--- config.mk ---
export PLATFORM = sky130hd
export DESIGN_NAME = qerv_bufreg2_gen
export DESIGN_NICKNAME = d
export VERILOG_FILES = /design/src/rtl/qerv_bufreg2_gen.sv
export SDC_FILE = /design/constraint.sdc
export NUM_CORES = 1
export LEC_CHECK = 0
export CORE_MARGIN = 1.5
export CORE_UTILIZATION = 42
export CTS_CLUSTER_SIZE = 16
export DETAILED_ROUTE_END_ITERATION = 7
export PLACE_DENSITY = 0.89
export SETUP_SLACK_MARGIN = 0.2
export SYNTH_ARGS = -nofsm -noshare
export SYNTH_HDL_FRONTEND = slang
export SYNTH_SLANG_ARGS = --single-unit
--- constraint.sdc ---
create_clock -name i_clk -period 1.65 [get_ports i_clk]
set_input_delay 0.33 -clock i_clk [delete_from_list [all_inputs] [get_ports i_clk]]
set_output_delay 0.33 -clock i_clk [all_outputs]
set_load 0.03 [all_outputs]
--- src/rtl/qerv_bufreg2_gen.sv ---
`default_nettype none
// ============================================================================
//  Module   : qerv_bufreg2_gen
//  Brief    : W-bit-per-cycle data/shift buffer register with shift-amount FSM
//  Revision : 1.0
// ============================================================================
module qerv_bufreg2_gen #(
   parameter int BITS_PER_CYCLE = 4,
   parameter int LB = (BITS_PER_CYCLE > 1) ? $clog2(BITS_PER_CYCLE) : 1
) (
   input  logic                      i_clk,
   input  logic                      i_rst,
   input  logic                      i_en,
   input  logic                      i_init,
   input  logic                      i_cnt_done,
   input  logic [1:0]                i_lsb,
   input  logic                      i_byte_valid,
   input  logic                      i_op_b_sel,
   input  logic                      i_shift_op,
   input  logic                      i_right_shift_op,
   input  logic [BITS_PER_CYCLE-1:0] i_rs2,
   input  logic [BITS_PER_CYCLE-1:0] i_imm,
   input  logic                      i_load,
   input  logic [31:0]               i_dat,
   output logic [BITS_PER_CYCLE-1:0] o_op_b,
   output logic [BITS_PER_CYCLE-1:0] o_q,
   output logic [31:0]               o_dat,
   output logic                      o_sh_done,
   output logic                      o_sh_done_r,
   output logic [LB-1:0]             o_shift_counter_lsb,
   output logic                      o_busy
);

   localparam int W = BITS_PER_CYCLE;

   localparam logic [1:0] c_IDLE  = 2'd0;
   localparam logic [1:0] c_ALIGN = 2'd1;
   localparam logic [1:0] c_COUNT = 2'd2;
   localparam logic [1:0] c_DONE  = 2'd3;

   localparam logic [5:0] c_STEP = 6'(W);

   logic [31:0] dat_q, dat_d;
   logic [5:0]  cnt_q, cnt_d;
   logic [1:0]  state_q, state_d;
   logic [5:0]  cnt_dec;
   logic        count_en;
   logic        start;
   logic        rem_nz;
   logic        align_req;

   assign o_op_b   = i_op_b_sel ? i_rs2 : i_imm;
   assign o_q      = dat_q[{i_lsb, 3'b000} +: W];
   assign o_dat    = dat_q;
   assign cnt_dec  = cnt_q - c_STEP;
   assign count_en = i_shift_op & ~i_init;
   assign start    = i_en & i_init & i_cnt_done & i_shift_op;

   // Done fires on the decrement that wraps the counter below zero.
   assign o_sh_done   = (state_q == c_COUNT) & count_en & cnt_dec[5];
   assign o_sh_done_r = (state_q == c_DONE) & cnt_q[5];
   assign o_busy      = (state_q != c_IDLE);
   assign align_req   = i_right_shift_op & rem_nz;

   generate
      if (W > 1) begin : g_align
         assign rem_nz              = (dat_q[W+LB-1:W] != '0);
         assign o_shift_counter_lsb = (state_q == c_ALIGN) ? cnt_q[LB-1:0] : '0;
      end else begin : g_no_align
         assign rem_nz              = 1'b0;
         assign o_shift_counter_lsb = '0;
      end
   endgenerate

   always_comb begin
      dat_d = dat_q;
      if (i_load)
         dat_d = i_dat;
      else if (i_shift_op | (i_en & i_byte_valid))
         dat_d = {o_op_b, dat_q[31:W]};
   end

   always_comb begin
      cnt_d   = cnt_q;
      state_d = state_q;
      case (state_q)
         c_IDLE: begin
            // Shamt sits W bits up because dat shifts on this same cycle.
            if (start) begin
               cnt_d   = {1'b0, dat_q[W+4:W]};
               state_d = align_req ? c_ALIGN : c_COUNT;
            end
         end
         c_ALIGN: state_d = i_shift_op ? c_COUNT : c_IDLE;
         c_COUNT: begin
            if (!i_shift_op)
               state_d = c_IDLE;
            else if (!i_init) begin
               cnt_d = cnt_dec;
               if (cnt_dec[5])
                  state_d = c_DONE;
            end
         end
         c_DONE: if (!i_shift_op) state_d = c_IDLE;
         default: state_d = c_IDLE;
      endcase
   end

   always_ff @(posedge i_clk or posedge i_rst) begin
      if (i_rst) begin
         dat_q   <= '0;
         cnt_q   <= '0;
         state_q <= c_IDLE;
      end else begin
         dat_q   <= dat_d;
         cnt_q   <= cnt_d;
         state_q <= state_d;
      end
   end

endmodule
`default_nettype wire

## Word-level counts from Yosys, hierarchy flattened

Index checks and enable logic that the tools add are counted.

- Multiplexer cells: 16
- Reductions and logical operators: 7
- Eq/ne operators: 9
- Bitwise logic cells: 11
- Add/subtract/negate cells: 1
- Shift operators: 1

Operators with widths:

| operator | count |
|---|---|
| $mux 32 | 2 |
| $shiftx 32x6->4 | 1 |
| $mux 6 | 3 |
| $mux 2 | 8 |
| $pmux 6 s2 | 1 |
| $and 1x1->1 | 9 |
| $ne 2x2->1 const B | 4 |
| $pmux 2 s4 | 1 |
| $reduce_and 4->1 | 2 |
| $reduce_bool 2->1 | 4 |
| $ne 3x3->1 const B | 2 |
| $sub 6x3->6 const B | 1 |
| $eq 2x2->1 const B | 2 |
| $mux 4 | 1 |
| $eq 2x1->1 const B | 1 |
| $logic_not 2->1 | 1 |
| $not 1->1 | 1 |
| $or 1x1->1 | 1 |

- Bits in registers: 40
- Logic and storage cells: 48
- Bits of input ports: 52

## Logic depth before layout (Yosys ltp)

- Word-level depth: 5
- Gate-level depth with buffers: 5
- Gate-level depth less buffers: 5

## Least setup slack after synthesis

No wires, ideal clock.

- Path type: register to output
- From: register cnt_q[3]
- To: output port o_sh_done
- Arrival: 1306 ps
- Data required time: 1320 ps
- Cell stages (with the launch flop): 4
- Path buffers: 0
- Path slack: 14 ps
- Path through: dfrtp_1 > or4_4 > a21oi_2 > and2_2

- Longest elaborated chain between the ends: 2

RTL lines:

| what | line | source |
|---|---|---|
| from (decl) | 44 | `logic [5:0] cnt_q, cnt_d;` |
| from (signal assigned) | 116 | `cnt_q <= cnt_d;` |
| $sub 6x3->6 | 55 | `assign cnt_dec = cnt_q - c_STEP;` |
| $and 1x1->1 | 60 | `assign o_sh_done = (state_q == c_COUNT) & count_en & cnt_dec[5];` |
| to (decl) | 28 | `output logic o_sh_done,` |

Every way passes these cells.

## Final worst setup path

- From: register cnt_q[4]
- To: output port o_sh_done

Same word-level chain as after synthesis.

==> results.yml <==
min_path:
  hp-class: "in2async"
placement:
  placed_area_sq_um: 3420
  dp_hpwl_microns: 4370
  gp_congestion: 0.894
  dp_cells: 391
  pre_cts_ws_ns: -0.764
  port_buffers: 96
die:
  die_x_microns: 74.5
  die_area_sq_um: 5540
  rows: 25
  core_area_sq_um: 4820
  num_io_pins: 97
  chipHeight_microns: 74.5
  initial_utilization: 0.445
detailed_routing:
  routedWlPerCell_microns: 16.6
  vias_per_cell: 5.16
  wl_microns: 6920
  ant_nets: 0
  wl_met1_microns: 2750
  drt-pass1-iter-count: 4
  drt-initial-drc-count: 84
  met3_wirelength_microns: 527
  top_layer_used: "met4"
  routed-wl-met2_microns: 3550
  vias: 2150
  drc_errors: 0
synth:
  synth_nets: 256
  synth_area_sq_um: 2140
  synth_area_per_cell_sq_um: 10.6
  synth_cell_type_count: 33
  ys_seq_area_frac: 0.467
  synth_warnings: 0
  syn_inst: 203
  ys_ff_latch: 40
sta:
  clock.fmax_mhz: 497
  final.setup_skew_ns: 0.00225
  maxSlewHeadroom: 0.793
  fin_crit_ns: 2.01
  whs_ns: 0.361
  finalSetupViolCount: 6
  timing.final.crit_share: 1.22
  timing.final.ws_setup_ns: -0.363
  worst-slew-pin-transition_ns: 0.311
  drv_slew: 0
  rsz0062_at_grt: "yes"
  fin_tns_setup_ns: -0.474
  hold_violations: 0
clock_tree:
  cts.sinks: 40
  cts_buffers: 5
  cts_tree: "built"
  clock_latency_ns: 0.30
  cts-root-buf: "clkbuf_8"
  cts_buffer_depth: 2
  cts.clk_slew.worst_paths_ns: 0.08
  cts_max_level: 2
critical_path:
  reg2reg_depth: 8
  worstPathMaxFanout: 2
  path_cells: "or4_4 -> a21oi_4 -> and2_4 -> buf_6"
  r2r-start: "cnt_q[3]$_DFFE_PP0P_"
  r2r-end: "state_q[0]$_DFFE_PP0P_"
  arrival_ns: 1.68
  crit_cells: 4
  critical_path.top_delay_family: "simple AND/OR/NAND/NOR gates"
  critPathCaptureType: "output pin"
  setup.worst_path.start_class: "flop"
  cp_slowest_cell: "or4_4"
  cp_slowest_stage_delay_ns: 0.55
  crit_end: "o_sh_done"
  r2r_slack_ns: -0.02
  critical_path_class: "reg2out"
  startpoint: "cnt_q[4]$_DFFE_PP0P_"
  worstPathRequired_ns: 1.32
  crit_buf_inv: 1
pwr:
  p_switching_mw: 1.16
  p_comb_frac: 0.408
  ir_worst_vdd_mv: 0.677
  pwr-share-seq: 0.344
  power.internal_mw: 2.40
  power.share.switching: 0.326
  p_leak_nw: 1.81
  power.density_nw_per_um2: 934
  p_total_mw: 3.56
  pwr-share-clk: 0.248
cells_and_area:
  instances_no_fill: 417
  multiInputGateArea_sq_um: 1120
  nNetsFinal: 402
  regArea_sq_um: 1000
  final_util: 0.792
  areaGrowthSynthToFinish_pct: 77.9
  drive_above_1_share: 0.351
  n_fill_cell: 318
  n_antenna_cell: 0
  design_area_sq_um: 3820
global_routing:
  grt_max_degree: 65
  track_usage: 0.254
  grt-ovfl-total: 0
  grt_pass1_vias: 2163
  grt_pass1_wl_microns: 10600
  antenna_found_initial: 0
run_status:
  outcome: "finished, violations left"
  violations: "setup timing"
job:
  max_cap_violations: 0
==> power by group through the flow <==
stage               Sequential, mW  Clock (mW)  Combinational, mW
floorplan                     1.40           0              0.441
global placement              1.23           0               1.23
detailed placement            1.24           0               1.25
CTS                           1.22       0.895               1.32
global route                  1.24       0.939               1.56
finish                        1.22       0.885               1.45
==> cell usage after synthesis (all sizes together) <==
cell,count,area share
a21boi,1,0.0035
a21oi,4,0.016
a2bb2oi,1,0.0041
and2,2,0.0064
and3,2,0.0058
and3b,2,0.0082
buf,3,0.016
clkbuf,9,0.016
dfrtp,40,0.47
ha,1,0.0058
inv,6,0.011
mux2,6,0.032
mux2i,35,0.16
mux4,4,0.042
nand2,35,0.061
nand2b,2,0.0058
nand3,1,0.0023
nand3b,2,0.0070
nand4b,1,0.0041
nor2,1,0.0017
nor2b,2,0.0058
nor3b,2,0.0070
nor4bb,1,0.0047
o211a,1,0.0047
o21ai,35,0.082
o221a,1,0.0053
o2bb2ai,1,0.0041
o31ai,1,0.0035
or4,1,0.0053
==> cell type report <==
class	instances	share of cell area
well taps	67	0.0220
repair buffers	151	0.382
multi-input cells	145	0.295
clock inverters	1	0.00787
clock buffers	7	0.0252
flip-flops and latches	40	0.262
inverters	6	0.00590
==> state kept, by name (all words and copies together), names as in the netlist <==
name and flops:
cnt_q 6, state_q 2, o_dat 32
==> logic make-up after synthesis <==
kind of cell | count (synthesis) | synth area share
AOI/OAI and AO/OA | 45 | 0.123
adders and majority gates | 1 | 0.00583
buffers and inverters | 18 | 0.0420
DFF | 40 | 0.467
muxes | 45 | 0.237
and+or+nand+nor | 54 | 0.125
==> metal layers <==
layer,vias up,GRT usage
met2,88,0.417
met4,0,0.0828
met5,-,0
met3,9,0.0881
li1,1012,-
met1,1041,0.317
==> layout by cell type (no fill, tap or decap), drive strengths merged, types with 2 or more instances in the layout <==
cell,n
mux2i,35
inv,5
and3,2
nand3b,2
nand2,35
and2,2
nand2b,2
and3b,2
dlygate4sd2,11
dfrtp,40
o21ai,35
nor3b,2
clkbuf,13
mux2,6
mux4,4
clkdlybuf4s15,12
nor2b,2
clkdlybuf4s50,37
dlymetal6s2s,2
buf,83
a21oi,4
==> timing repair <==
| item | CTS | global route |
|---|---|---|
| cloned | 0 | 2 |
| buffers inserted | 4 | 12 |
| endpoints found under the setup margin | 45 | 44 |
| endpoints found under the hold margin | 0 | 0 |
| pin swaps | 6 | 7 |
| hold buffers | 0 | 0 |
| resized for setup | 185 | 64 |
==> worst min-delay path by stage <==
stage,startpoint,end,cells past startpoint
final,i_rst,state_q[0]$_DFFE_PP0P_,3
after global routing,i_rst,state_q[0]$_DFFE_PP0P_,3
after CTS,i_rst,state_q[1]$_DFFE_PP0P_,3
after detailed placement,cnt_q[1]$_DFFE_PP0P_,cnt_q[1]$_DFFE_PP0P_,1
after global placement,cnt_q[0]$_DFFE_PP0P_,cnt_q[0]$_DFFE_PP0P_,1
after floorplan,i_dat[30],o_dat[30]$_DFFE_PP0P_,2
==> worst register-to-register path, cell delays in order, from the launching register on <==
cell and delay, ns:
dfrtp_1 0.38, buf_4 0.13, buf_4 0.13, o31ai_4 0.26, a21oi_4 0.10, buf_4 0.14
buf_6 0.10, buf_6 0.11, o221a_1 0.20
No activity file was read; power rests on OpenSTA's default activity.
